$ cat config.mk
export PLATFORM = sky130hd
export DESIGN_NAME = bram_arbiter_flat
export DESIGN_NICKNAME = d
export VERILOG_FILES = /design/src/rtl/bram_arbiter_if.sv /design/src/rtl/bram_arbiter.sv /design/src/flat_wrapper.sv
export SDC_FILE = /design/constraint.sdc
export NUM_CORES = 1
export LEC_CHECK = 0
export BUFFER_PORTS_ARGS = -buffer_cell sky130_fd_sc_hd__buf_2
export CORE_AREA = 4 4 109 111
export CTS_CLUSTER_SIZE = 14
export DETAILED_ROUTE_END_ITERATION = 8
export DIE_AREA = 0 0 113 115
export GPL_TIMING_DRIVEN = 0
export MAX_ROUTING_LAYER = met4
export PLACE_DENSITY = 0.73
export SLEW_MARGIN = 10
export SYNTH_ARGS = -nofsm -noshare
export SYNTH_HDL_FRONTEND = slang
export SYNTH_SLANG_ARGS = --single-unit
$ cat constraint.sdc
create_clock -name clk -period 8 [get_ports clk]
set_clock_uncertainty 0.15 [all_clocks]
set_input_delay 0.8 -clock clk [delete_from_list [all_inputs] [get_ports clk]]
set_output_delay 0.8 -clock clk [all_outputs]
set_load 0.005 [all_outputs]
$ cat src/rtl/bram_arbiter_if.sv
// Requester-side bundle for bram_arbiter: request handshake plus shared read-response return.
interface bram_arbiter_if #(
  parameter int NREQ = 3,
  parameter int AW   = 14,
  parameter int DW   = 32
);
  logic [NREQ-1:0]    req_valid;
  logic [NREQ-1:0]    req_we;
  logic [NREQ*AW-1:0] req_addr;
  logic [NREQ*DW-1:0] req_wdata;
  logic [NREQ-1:0]    req_ready;
  logic [NREQ-1:0]    rsp_valid;
  logic [DW-1:0]      rsp_rdata;

  modport master (
    output req_valid, req_we, req_addr, req_wdata,
    input  req_ready, rsp_valid, rsp_rdata
  );

  modport slave (
    input  req_valid, req_we, req_addr, req_wdata,
    output req_ready, rsp_valid, rsp_rdata
  );
endinterface

$ cat src/rtl/bram_arbiter.sv
// Round-robin arbiter sharing one single-port BRAM among NREQ engines, with a zero-fill clear sequencer.
// Build option: define BRAM_ARB_FIXED_PRIO_EN for fixed lowest-index-wins priority instead of round-robin.
module bram_arbiter #(
  parameter int NREQ  = 3,
  parameter int AW    = 14,
  parameter int DW    = 32,
  parameter int DEPTH = 10001
) (
  input  logic          clk,
  input  logic          rst,
  bram_arbiter_if.slave bus,
  input  logic          clr_start,
  output logic          clr_busy,
  output logic          clr_done,
  output logic          bram_en,
  output logic [3:0]    bram_wen,
  output logic [31:0]   bram_addr,
  output logic [DW-1:0] bram_din,
  input  logic [DW-1:0] bram_dout
);
  localparam int PW = (NREQ > 1) ? $clog2(NREQ) : 1;
  localparam int CW = (DEPTH > 1) ? $clog2(DEPTH) : 1;

  typedef enum logic {ARB, CLEAR} state_e;

  state_e                   state_q;
  logic [CW-1:0]            clr_addr_q;
  logic [NREQ-1:0]          rsp_valid_q;
  logic                     clr_done_q;

  logic [NREQ-1:0][AW-1:0]  addr_a;
  logic [NREQ-1:0][DW-1:0]  wdata_a;
  logic [PW-1:0]            gnt_idx;
  logic                     gnt_any;
  logic                     grant_en;
  logic                     gnt_we;
  logic [NREQ-1:0]          gnt_oh;

  for (genvar g = 0; g < NREQ; g++) begin : g_unpack
    assign addr_a[g]  = bus.req_addr[g*AW +: AW];
    assign wdata_a[g] = bus.req_wdata[g*DW +: DW];
  end

`ifdef BRAM_ARB_FIXED_PRIO_EN
  // Scan from the top down so the lowest valid index is the last one written.
  always_comb begin
    gnt_any = 1'b0;
    gnt_idx = '0;
    for (int k = NREQ - 1; k >= 0; k--) begin
      if (bus.req_valid[k]) begin
        gnt_any = 1'b1;
        gnt_idx = PW'(k);
      end
    end
  end
`else
  logic [PW-1:0] rr_ptr_q;

  // Scan offsets from far to near so the candidate closest to rr_ptr wins.
  always_comb begin
    int idx;
    gnt_any = 1'b0;
    gnt_idx = '0;
    idx     = 0;
    for (int k = NREQ - 1; k >= 0; k--) begin
      idx = int'(rr_ptr_q) + k;
      if (idx >= NREQ) idx = idx - NREQ;
      if (bus.req_valid[idx]) begin
        gnt_any = 1'b1;
        gnt_idx = PW'(idx);
      end
    end
  end
`endif

  assign grant_en = gnt_any && (state_q == ARB) && !clr_start && !rst;
  assign gnt_we   = bus.req_we[gnt_idx];

  always_comb begin
    gnt_oh = '0;
    if (grant_en) gnt_oh[gnt_idx] = 1'b1;
  end

  assign bus.req_ready = gnt_oh;
  assign bus.rsp_valid = rsp_valid_q;
  assign bus.rsp_rdata = bram_dout;
  assign clr_busy      = (state_q == CLEAR);
  assign clr_done      = clr_done_q;

  always_comb begin
    bram_en   = 1'b0;
    bram_wen  = 4'b0000;
    bram_addr = '0;
    bram_din  = '0;
    if (!rst) begin
      if (state_q == CLEAR) begin
        bram_en   = 1'b1;
        bram_wen  = 4'b1111;
        bram_addr = 32'(clr_addr_q);
      end else if (grant_en) begin
        bram_en   = 1'b1;
        bram_wen  = {4{gnt_we}};
        bram_addr = 32'(addr_a[gnt_idx]);
        bram_din  = wdata_a[gnt_idx];
      end
    end
  end

  always_ff @(posedge clk or posedge rst) begin
    if (rst) begin
      state_q     <= ARB;
      clr_addr_q  <= '0;
      rsp_valid_q <= '0;
      clr_done_q  <= 1'b0;
`ifndef BRAM_ARB_FIXED_PRIO_EN
      rr_ptr_q    <= '0;
`endif
    end else begin
      clr_done_q  <= 1'b0;
      // BRAM read latency is one cycle, so the response tags the grant just issued.
      rsp_valid_q <= (grant_en && !gnt_we) ? gnt_oh : '0;
`ifndef BRAM_ARB_FIXED_PRIO_EN
      if (grant_en)
        rr_ptr_q <= (gnt_idx == PW'(NREQ - 1)) ? '0 : gnt_idx + PW'(1);
`endif
      case (state_q)
        ARB: begin
          if (clr_start) begin
            state_q    <= CLEAR;
            clr_addr_q <= '0;
          end
        end
        CLEAR: begin
          if (clr_addr_q == CW'(DEPTH - 1)) begin
            state_q    <= ARB;
            clr_addr_q <= '0;
            clr_done_q <= 1'b1;
          end else begin
            clr_addr_q <= clr_addr_q + CW'(1);
          end
        end
        default: state_q <= ARB;
      endcase
    end
  end
endmodule

$ cat src/flat_wrapper.sv
// flat-port wrapper written by rule: the top's interface ports become plain ports
module bram_arbiter_flat 
#(
  parameter int NREQ  = 3,
  parameter int AW    = 14,
  parameter int DW    = 32,
  parameter int DEPTH = 10001
)
  (clk, rst, clr_start, clr_busy, clr_done, bram_en, bram_wen, bram_addr, bram_din, bram_dout, bus_req_valid, bus_req_we, bus_req_addr, bus_req_wdata, bus_req_ready, bus_rsp_valid, bus_rsp_rdata);
  bram_arbiter_if #(.NREQ(NREQ), .AW(AW), .DW(DW)) bus_i ();
  input  logic clk;
  input  logic rst;
  input  logic clr_start;
  output logic clr_busy;
  output logic clr_done;
  output logic bram_en;
  output logic [3:0] bram_wen;
  output logic [31:0] bram_addr;
  output logic [DW-1:0] bram_din;
  input  logic [DW-1:0] bram_dout;
  input wire logic [$bits(bus_i.req_valid)-1:0] bus_req_valid;
  input wire logic [$bits(bus_i.req_we)-1:0] bus_req_we;
  input wire logic [$bits(bus_i.req_addr)-1:0] bus_req_addr;
  input wire logic [$bits(bus_i.req_wdata)-1:0] bus_req_wdata;
  output wire logic [$bits(bus_i.req_ready)-1:0] bus_req_ready;
  output wire logic [$bits(bus_i.rsp_valid)-1:0] bus_rsp_valid;
  output wire logic [$bits(bus_i.rsp_rdata)-1:0] bus_rsp_rdata;
  assign bus_i.req_valid = bus_req_valid;
  assign bus_i.req_we = bus_req_we;
  assign bus_i.req_addr = bus_req_addr;
  assign bus_i.req_wdata = bus_req_wdata;
  assign bus_req_ready = bus_i.req_ready;
  assign bus_rsp_valid = bus_i.rsp_valid;
  assign bus_rsp_rdata = bus_i.rsp_rdata;
  bram_arbiter #(.NREQ(NREQ), .AW(AW), .DW(DW), .DEPTH(DEPTH)) u_core (.clk(clk), .rst(rst), .bus(bus_i), .clr_start(clr_start), .clr_busy(clr_busy), .clr_done(clr_done), .bram_en(bram_en), .bram_wen(bram_wen), .bram_addr(bram_addr), .bram_din(bram_din), .bram_dout(bram_dout));
endmodule
* Word-level counts from Yosys, hierarchy flattened *
Index checks and enable logic that the tools add are counted.

word-level totals
  register bits after elaboration = 21
  ROM bits = 0
  output and inout bits = 109
  bits of input ports = 179
  latch bits = 0
  memory bits (writable) = 0
  word-level logic and storage cells = 81
  memories kept = 0

operators by class
  div/mod/pow operators = 0
  shift-type cells = 0
  magnitude comparators = 8
  bitwise logic cells = 1
  multiplexer cells = 49
  equality and inequality tests = 3
  reductions and logical operators = 8
  add/subtract/negate cells = 7
  $mul = 0

operators by type and width
  kind                     count
  $mux W32                 9
  $lt A32 B4 Y1 const B    3
  $bmux W32 S2             1
  $ge A32 B3 Y1 const B    2
  $sub A32 B3 Y32 const B  2
  $mux W14                 4
  $bmux W14 S2             1
  $pmux W14 S2             1
  $mux W1                  18
  $add A14 B1 Y14 const B  1
  $eq A14 B14 Y1 const B   1
  $mux W4                  3
  $bmux W1 S2              4
  $mux W2                  4
  $mux W3                  2
  $logic_and A1 B1 Y1      5
  $add A2 B1 Y3 const B    1
  $add A2 B2 Y3 const B    1
  $logic_not A1 Y1         3
  $lt A2 B3 Y1 const B     1
  $sub A2 B2 Y3 const B    1
  $add A2 B1 Y2 const B    1
  $demux W1 S2             1
  $eq A2 B2 Y1 const B     1
  5 further kinds          5

* Longest topological paths before layout *
Gate-level depths: netlist of run 1.

  depth in word-level cells = 15
  depth in mapped cells = 12
  gate-level depth less buffers = 8

* Least setup slack after synthesis of run 1 *
Ideal clock, no wire load.

  path type = register to output
  from = reg u_core.rr_ptr_q[0]
  to = out bram_wen[1]
  cell stages (with the launch flop) = 13
  data required time = 7.050 ns
  buffers on the path = 4
  setup slack = 4.577 ns
  arrival = 2.473 ns
  path through = dfrtp_1 inv_1 ha_1 buf_2 nand2b_1 maj3_2 a21oi_2 or2_1 buf_6 buf_6 a211oi_1 o22ai_1 buf_4

on the way
  word-level cells in the longest chain between the ends = 15
  elaborated cells on any way between the ends = 34
  those cells by class = 5 x add/sub; 3 x order compare; 23 x mux; 3 x reduce/logical

ends and longest elaborated chain
  item                                                      RTL line             source
  start, declared                                           bram_arbiter.sv:57   logic [PW-1:0] rr_ptr_q;
  start signal, assigned                                    bram_arbiter.sv:124  rr_ptr_q <= (gnt_idx == PW'(NREQ - 1)) ? '0 : gnt_idx + PW'(1);
  branches (longest 12 deep; another with $sub A32 B3 Y32)  -
  $mux W4 *                                                 bram_arbiter.sv:100  end else if (grant_en) begin
  $mux W4 *                                                 bram_arbiter.sv:96   if (state_q == CLEAR) begin
  $mux W4 *                                                 bram_arbiter.sv:95   if (!rst) begin
  end, declared                                             flat_wrapper.sv:17   output logic [3:0] bram_wen;

Every way passes the cells marked *. The select of a mux whose other input is x is not followed.

* Worst setup path in the final report of run 1 *
  from = reg u_core.rr_ptr_q[0]
  to = out bram_wen[2]

Same word-level chain as after synthesis.

==> flow_metrics.tcl, run 1 <==
set metrics [dict create \
    status "finished clean" \
    seq_area_frac_synth_pct 17.15 \
    placement.cell_area_mm2 0.004484 \
    start_kind "register" \
    setup_viol 0 \
    clk-insertion-delay-late_ns 0.27 \
    grt-busiest-layer "met2" \
    maxCapViolCount 0 \
    wl_per_cell_um 16.21 \
    use_met3_pct 3.000 \
    nets 848 \
    report.final.hold_viol_count 0 \
    dr.pass1.iters 5 \
    synth_flop_cell "dfrtp_1" \
    grt_util_all_layers_pct 18.60 \
    fillers 1162 \
    die_height_um 115 \
    netlist.area_leader.share_pct 17.15 \
    post-route-period-util_pct 53.18 \
    path_clk_slew_ns 0.09 \
    synth_edf_count 0 \
    tightest_slew_ns 0.8668 \
    gp_congestion 0.8990 \
    cp_slowest_cell "buf_1" \
    arrival_ns 3.30 \
    ys_ff_latch 21 \
    rows 38 \
    synth.distinct_cells 54 \
    core_area_mm2 0.01079 \
    synth-xor-area-share_pct 0.5717 \
    yosysWarnings 0 \
    synthAdderAreaFrac_pct 2.817 \
    synth_area_mm2 0.003064 \
    dp_hpwl_mm 10.88 \
    dieArea_mm2 0.01300 \
    cts_max_level 1 \
    cp-end-kind "output pin" \
    grt_pass1_wl_mm 19.06 \
    grt_max_degree 23 \
    grt_antenna_before_repair 0 \
    criticalPathCategory "reg2out" \
    cts_buffer_depth 2 \
    power_density_mw_per_mm2 134.4 \
    postCtsSetupBuffers 0 \
    numCtsBuffers 3 \
    portBuffers 236 \
    critPathMostFrequentCell "buf_2" \
    critical_path.top_delay_family "buffers and inverters" \
    muxShareOfSynthArea_pct 11.88 \
    synth.most_common_cell "buf_4" \
    fin_util_pct 41.98 \
    vias 3866 \
    irDropWorstVdd_mv 0.06329 \
    cpPeakStageDelay_ns 0.45 \
    drc 0 \
    postCtsResizedCells 0 \
    fmax_ghz 0.2350 \
    drive_gt1_share_pct 46.98 \
    num_io_pins 288 \
    path_buf_inv 6 \
    grt.overflow.total 0 \
    cp_max_fo 10 \
    rsz0062_at_grt "no" \
    drt_iter0_markers 262 \
    synth-compound-area-share_pct 28.34 \
    ctsHoldBuffers 0 \
    cts_tree "done" \
    syn2layout_area_growth_pct 47.86 \
    cts_root_buf "clkbuf_8" \
    start_util_pct 28.39 \
    layout_min_cycle_time_ns 4.255 \
    slew_headroom_pct 42.15 \
    syn_inst 405 \
    grtUsageMet2_pct 29.86 \
    stdcell_area_mm2 0.004531 \
    finalMaxSlewViolations 0 \
    crit_chain "inv_1 -> ha_1 -> buf_2 -> nor2b_1 -> o211ai_1 -> a21oi_1 -> clkbuf_1 -> buf_1 -> a211oi_1 -> o22ai_1 -> buf_4 -> buf_2" \
    synth_top_area_cell "dfrtp_1" \
    vias_per_cell 4.820 \
    cts.sinks 21 \
    dieWidth_um 113 \
    synth_top_family_by_area "compound AO/OA/AOI/OAI gates" \
    post-place-ws_ns 4.008 \
    diodes 0 \
    hold_class "reg2reg" \
    fin_ws_ns 3.745 \
    p_leak_uw 0.002454 \
    postRouteAntennaNets 0 \
    synthTopCellsByArea "dfrtp_1, buf_4, mux2i_1, a211oi_1, nor2_1" \
    use_met1_pct 25.06 \
    synthArstFlopShare_pct 100.0 \
    synth-simple-area-share_pct 18.82 \
    wirelength_mm 13.00 \
    synthTopCellsByCount "buf_4, nor2_1, mux2i_1, a211oi_1, nand2_1" \
    avgSynthCellArea_um2 7.566 \
    total_power_uw 608.9 \
    setup_tns_ns 0 \
    required_ns 7.05 \
    grt_pass1_vias 3608 \
]
==> routing by layer <==
metal	up-vias	share of wire, %
met5	-	0
met4	0	1.4
met3	12	8.1
met2	184	48
met1	1752	43
li1	1918	-
==> registers in the layout, summed over array words and instances (netlist names) <==
signal and cells:
u_core.rr_ptr_q 2, u_core.bus.rsp_valid 3, u_core.clr_addr_q 14, u_core.clr_busy 1, u_core.clr_done 1
==> cell families after synthesis <==
group                      count (synthesis)
adders and majority gates                  7
muxes                                     36
and+or+nand+nor                          118
DFF                                       21
buffers and inverters                     97
AOI/OAI and AO/OA                        123
xor gates and xnor gates                   2
other                                      1
==> cell type report <==
class / instances / area [um^2] / share of cell area (%)
clock inverters: 1 / 5.005 / 0.1105
repair buffers: 236 / 1181 / 26.07
well taps: 140 / 175.2 / 3.866
plain buffers: 88 / 588.1 / 12.98
clock buffers: 3 / 41.29 / 0.9113
inverters: 9 / 33.78 / 0.7456
flip-flops and latches: 21 / 525.5 / 11.60
multi-input cells: 304 / 1981 / 43.72
==> metrics by stage <==
step,cells,hold WS (ns)
after global routing,802,0.3913
after detailed placement,798,0.3677
after CTS,802,0.3792
after floorplan,422,0.3295
after global placement,798,0.3675
final,802,0.3871
==> power by group <==
part	switching (uW)	total, uW	internal, uW	leakage, uW
logic	193	368	175	0.00217
clock network	37.9	72.7	34.8	0.0000255
registers	37.4	168	131	0.000258
==> worst register-to-register path, cell delays in order, from the launching register on <==
cell      delay [ns]
dfrtp_1         0.38
inv_1           0.08
ha_1            0.29
buf_2           0.17
nor2b_1         0.14
o211ai_1        0.25
a21o_1          0.17
clkbuf_1        0.23
clkbuf_1        0.46
clkbuf_1        0.41
nor3_1          0.11
==> cells in the final DEF, fill, tap and decap left out, types with 2 or more instances in the layout <==
master and count:
a211oi_1 34, o31ai_1 5, clkbuf_8 3, o21ai_0 4, buf_8 2, a21oi_1 15
dfrtp_1 21, nand2_1 24, buf_2 241, inv_1 9, buf_4 53, nor2b_1 2
nor3_1 7, a21o_1 11, nor3b_1 2, buf_1 3, clkbuf_1 21, buf_6 4
or4b_1 2, nand3_1 8, mux2i_1 35, o211ai_1 11, o21ai_1 15, nor2_1 50
xor2_1 2, o22ai_1 3, a32oi_1 13, o41ai_1 2, conb_1 18, nand3b_1 3
and3_1 3, nand2b_1 7, ha_1 6
==> worst paths after layout <==
path	slack, ns	start	end	cells after the start
min in group asynchronous	0.75	rst	u_core.clr_addr_q[3]$_DFFE_PP0P_	2
max in group asynchronous	6.40	rst	u_core.clr_addr_q[7]$_DFFE_PP0P_	2
hold reg to reg	0.39	u_core.clr_addr_q[10]$_DFFE_PP0P_	u_core.clr_addr_q[10]$_DFFE_PP0P_	1
setup reg to reg	5.03	u_core.rr_ptr_q[0]$_DFFE_PP0P_	u_core.bus.rsp_valid[2]$_DFF_PP0_	10
setup / recovery	3.75	u_core.rr_ptr_q[0]$_DFFE_PP0P_	bram_wen[2]	12
hold / removal	0.39	u_core.clr_addr_q[10]$_DFFE_PP0P_	u_core.clr_addr_q[10]$_DFFE_PP0P_	1
No activity file was read; power rests on OpenSTA's default activity.
==> run 2, diff against run 1 <==
- PLACE_DENSITY: 0.73 -> 0.76
- clock period: 8 -> 3.4 ns (I/O delays scaled with it)
==> run 2 against run 1 <==
Effect of this change: global-route usage increased by 0.23 points; hold slack got worse by 0.28 ns; flip-flop and latch count stayed put; die area is the same; register-to-register slack worse by 4.2 ns; cell count is 2.0% higher; power rose to 2.6 times the previous value; worst setup slack worse by 3.7 ns; critical path depth unchanged; critical path type unchanged.
==> flow_metrics.tcl, run 2 (same netlist as run 1, synthesis figures left out) <==
set metrics [dict create \
    status "finished clean" \
    start_util_pct 28.39 \
    wirelength_mm 13.64 \
    report.final.hold_viol_count 0 \
    grt_max_degree 23 \
    seqCellArea_um2 525.5 \
    gp_congestion 0.8787 \
    p_clk_share_pct 11.1 \
    use_met1_pct 26.13 \
    grt.overflow.total 0 \
    grt_pass1_vias 3604 \
    hold_depth 2 \
    cts_max_level 1 \
    power_density_mw_per_mm2 324.7 \
    grt_antenna_before_repair 1 \
    cts_tree "done" \
    finalMaxSlewViolations 0 \
    grt-busiest-layer "met2" \
    hold_class "in2reg" \
    p_leak_uw 0.002618 \
    irDropWorstVdd_mv 0.1714 \
    vias 3985 \
    reg2reg_depth 9 \
    syn2layout_area_growth_pct 60.07 \
    rows 38 \
    setup_viol 0 \
    timing.rr.start "u_core.rr_ptr_q[0]$_DFFE_PP0P_" \
    grt_pass1_wl_mm 19.31 \
    grt_util_all_layers_pct 18.83 \
    setup_tns_ns 0 \
    cts_buffer_depth 2 \
    r2r-end "u_core.bus.rsp_valid[2]$_DFF_PP0_" \
    rsz0062_at_grt "yes" \
    fin_cells 818 \
    layout_min_cycle_time_ns 3.354 \
    drc 0 \
    die_height_um 115 \
    ff2ff_setup_slack_ns 0.84 \
    p_sw_share_pct 42.85 \
    layout_commonest_cell "buf_2" \
    largest_register_ffs 14 \
    use_met3_pct 3.474 \
    p_int_uw 910.1 \
    fmax_ghz 0.2982 \
    multiInputGateArea_mm2 0.002118 \
    cp_max_fo 10 \
    core_area_mm2 0.01079 \
    arrival_ns 2.86 \
    dieArea_mm2 0.01300 \
    drt_iter0_markers 342 \
    maxCapViolCount 0 \
    cts_root_buf "clkbuf_8" \
    portBuffers 236 \
    wl_per_cell_um 16.67 \
    postRouteAntennaNets 0 \
    dp_hpwl_mm 11.03 \
    fin_util_pct 45.44 \
    vias_per_cell 4.872 \
    hold_end "u_core.bus.rsp_valid[1]$_DFF_PP0_" \
    combPwrFrac_pct 64.0 \
    criticalPathCategory "reg2out" \
    dr.pass1.iters 7 \
    dieWidth_um 113 \
    grtUsageMet2_pct 28.59 \
    num_io_pins 288 \
    power_frac_seq_pct 24.9 \
    numCtsBuffers 3 \
    netSwitchingPower_uw 682.4 \
    required_ns 2.91 \
    hp-start "bus_req_we[1]" \
    tightest_slew_ns 0.8988 \
    path_clk_slew_ns 0.09 \
    start_kind "register" \
    placed_cells 798 \
    nets 863 \
    final_cell_mix "buf_2, buf_4, nor2_1" \
    drive_gt1_share_pct 54.06 \
    clk-insertion-delay-late_ns 0.27 \
    cp-end-kind "output pin" \
    fillers 1106 \
    post-route-period-util_pct 98.64 \
    regMostFlops "u_core.clr_addr_q" \
    slew_headroom_pct 40.02 \
    cts.sinks 21 \
    ctsHoldBuffers 0 \
]
## run 2: worst max-delay path, stage by stage, from the launching register on
cell and delay (ns):
dfrtp_1 0.41, buf_4 0.15, ha_4 0.14, buf_6 0.13
nand3b_1 0.21, o21ai_4 0.11, nor4_4 0.42, or2_1 0.17
buf_6 0.15, buf_8 0.17, mux2i_1 0.10, a211oi_2 0.25
buf_2 0.17
## run 2: stage by stage
stage	power, uW	hold WS (ns)	instance area, um^2	worst slack [ns]
after floorplan	971.2	0.2564	3128	0.4372
after global placement	1251	0.3650	4484	0.04790
after detailed placement	1258	0.3704	4484	-0.007167
after CTS	1478	0.09289	4624	0.003378
after global routing	1713	0.09700	4905	-0.07159
final	1593	0.1030	4905	0.04608
## run 2: power groups by stage
| stage | Combinational [uW] | Sequential (uW) | Clock (uW) |
|---|---|---|---|
| after floorplan | 601 | 371 | 0 |
| final | 1020 | 396 | 176 |
| after global routing | 1120 | 409 | 188 |
| after global placement | 856 | 396 | 0 |
| after CTS | 906 | 392 | 180 |
| after detailed placement | 861 | 397 | 0 |
## run 2: layer usage
| layer | share of wire, % | wire (um) |
|---|---|---|
| met2 | 47 | 6422 |
| met5 | 0 | 0 |
| met4 | 2.0 | 277 |
| met1 | 43 | 5840 |
| met3 | 8.0 | 1096 |
## run 2: what timing repair did
| item | in CTS | in global routing |
|---|---|---|
| pin swaps | 2 | 12 |
| setup buffers | 2 | 13 |
| endpoints found under the setup margin | 46 | 52 |
| resized for setup | 28 | 48 |
| gates cloned | 0 | 1 |
## run 2: how the worst max path moves through the flow
stage / start / to / slack [ns] / depth (start not counted)
after detailed placement: u_core.rr_ptr_q[0]$_DFFE_PP0P_ / bram_wen[2] / -0.007 / 12
after CTS: u_core.rr_ptr_q[0]$_DFFE_PP0P_ / bram_wen[2] / 0.003 / 12
after global routing: u_core.rr_ptr_q[1]$_DFFE_PP0P_ / bram_addr[10] / -0.07 / 12
after global placement: u_core.rr_ptr_q[0]$_DFFE_PP0P_ / bram_wen[3] / 0.05 / 12
final: u_core.rr_ptr_q[1]$_DFFE_PP0P_ / bram_din[20] / 0.05 / 12
after floorplan: u_core.rr_ptr_q[0]$_DFFE_PP0P_ / bram_wen[1] / 0.44 / 12
## run 2: area by class of cell
class | count | share of cell area [%]
Antenna cell | 1 | 0.05102
Buffer | 87 | 13.34
Clock buffer | 3 | 0.8418
Clock inverter | 1 | 0.1531
Inverter | 9 | 0.6888
Multi-Input combinational cell | 304 | 43.19
Sequential cell | 21 | 10.71
Tap cell | 140 | 3.571
Timing Repair Buffer | 252 | 27.45
==> run 3, diff against run 2 <==
- CTS_CLUSTER_SIZE: 14 -> unset
- GPL_TIMING_DRIVEN: 0 -> unset
==> run 3 against run 2 <==
Effect of this change: flip-flop and latch count is the same; cell area shrank 16%; combinational power shrank 15%; hold slack gained 0.011 ns; count of clock-buffer cells in the layout grew 1; critical path type unchanged; largest cell class unchanged; highest routed layer unchanged.
==> flow_metrics.tcl, run 3 (same netlist as run 1, synthesis figures left out) <==
set metrics [dict create \
    status "finished clean" \
    die_height_um 115 \
    fmax_ghz 0.3044 \
    rsz0062_at_grt "yes" \
    vias 3547 \
    cpPeakStageDelay_ns 0.42 \
    largest_register_ffs 14 \
    cts_root_buf "clkbuf_8" \
    dp_hpwl_mm 9.704 \
    start_util_pct 28.39 \
    drive_gt1_share_pct 44.37 \
    dr.pass1.iters 5 \
    nets 754 \
    finalMaxSlewViolations 0 \
    required_ns 2.91 \
    wl_per_cell_um 17.29 \
    post-route-period-util_pct 96.62 \
    placed_cells 696 \
    vias_per_cell 5.003 \
    num_io_pins 288 \
    cp_slowest_cell "dfrtp_1" \
    hold-worst-slack_ns 0.1141 \
    cts.sinks 21 \
    rows 38 \
    regMostFlops "u_core.clr_addr_q" \
    power_density_mw_per_mm2 354.1 \
    dieWidth_um 113 \
    syn2layout_area_growth_pct 33.69 \
    clk-insertion-delay-late_ns 0.27 \
    fin_cells 709 \
    wirelength_mm 12.26 \
    grt_antenna_before_repair 1 \
    arrival_ns 2.80 \
    portBuffers 205 \
    setup_viol 0 \
    cts_tree "done" \
    maxCapViolCount 0 \
    grt_pass1_wl_mm 17.73 \
    grt_max_degree 45 \
    p_leak_uw 0.002133 \
    layout_commonest_cell "buf_2" \
    numCtsBuffers 3 \
    gp_congestion 0.8550 \
    grt_pass1_vias 3291 \
    grt_util_all_layers_pct 17.23 \
    layout_min_cycle_time_ns 3.285 \
    drc 0 \
    criticalPathCategory "reg2out" \
    report.final.hold_viol_count 0 \
    hold_class "in2reg" \
    hold_depth 2 \
    irDropWorstVdd_mv 0.1914 \
    cts_max_level 1 \
    cts_buffer_depth 2 \
    crit_chain "inv_1 -> ha_2 -> nand2b_1 -> maj3_2 -> a21oi_4 -> or2_4 -> buf_12 -> mux2i_1 -> a211oi_1 -> buf_2" \
    final_cell_mix "buf_2, nor2_1, mux2i_1" \
    cp_max_fo 9 \
    dieArea_mm2 0.01300 \
    core_area_mm2 0.01079 \
    cp-end-kind "output pin" \
    reg2reg_depth 6 \
    grt.overflow.total 0 \
    path_clk_slew_ns 0.09 \
    postRouteAntennaNets 0 \
    drt_iter0_markers 265 \
    start_kind "register" \
]
run 3: cell type report:
class / instances / area, um^2
tap: 140 / 175.2
multi-input combinational: 304 / 2038
clock buffer: 4 / 45.04
sequential: 21 / 525.5
timing repair buffer: 230 / 1276
antenna: 1 / 2.502
inverter: 9 / 33.78
fill: 1167 / 6696
run 3: worst paths after layout:
check / endpoint / slack (ns) / startpoint
hold reg to reg: u_core.clr_addr_q[10]$_DFFE_PP0P_ / 0.39 / u_core.clr_addr_q[10]$_DFFE_PP0P_
hold / removal: u_core.bus.rsp_valid[1]$_DFF_PP0_ / 0.11 / bus_req_we[1]
min in group asynchronous: u_core.rr_ptr_q[0]$_DFFE_PP0P_ / 0.17 / rst
max in group asynchronous: u_core.clr_addr_q[13]$_DFFE_PP0P_ / 2.70 / rst
setup / recovery: bram_din[5] / 0.11 / u_core.rr_ptr_q[0]$_DFFE_PP0P_
setup reg to reg: u_core.clr_addr_q[10]$_DFFE_PP0P_ / 0.86 / u_core.clr_addr_q[2]$_DFFE_PP0P_
run 3: critical path, delay by kind of cell, from the launching register on:
family | cells | cell delay, ns
AOI/OAI and AO/OA | 2 | 0.49
DFF | 1 | 0.42
buffers and inverters | 3 | 0.44
and+or+nand+nor | 2 | 0.42
muxes | 1 | 0.08
adders and majority gates | 2 | 0.67
run 3: metrics by stage:
| step | total power (uW) | utilization (%) | TNS, ns | setup WS, ns | area, um^2 |
|---|---|---|---|---|---|
| 6_report | 1450 | 37.96 | 0 | 0.1149 | 4096 |
| 5_1_grt | 1555 | 37.96 | -0.1580 | -0.02068 | 4096 |
| 4_1_cts | 1400 | 37.13 | 0 | 0.01607 | 4008 |
| 3_5_place_dp | 1169 | 36.11 | 0 | 0.03093 | 3897 |
| 3_3_place_gp | 1157 | 36.11 | 0 | 0.1363 | 3897 |
| 2_1_floorplan | 971.2 | - | 0 | 0.4372 | 3128 |
run 3: routing by layer:
| metal | routed length, um | share of wire [%] | GRT usage [%] |
|---|---|---|---|
| met1 | 5463 | 45 | 24.02 |
| met2 | 5705 | 47 | 26.03 |
| met3 | 874 | 7.1 | 2.789 |
| met4 | 216 | 1.8 | 4.327 |
| met5 | 0 | 0 | - |
run 3: what timing repair did:
| item | in CTS | in global routing |
|---|---|---|
| hold buffers | 0 | 0 |
| pin swaps | 1 | 3 |
| resized for setup | 4 | 9 |
| setup endpoints to repair | 44 | 49 |
| setup buffers | 3 | 3 |
| cloned | 1 | 1 |
run 3: where the power goes:
group          internal, uW  switching, uW
clock network          83.9           92.5
logic                   422            443
registers               307            101
total                   814            637
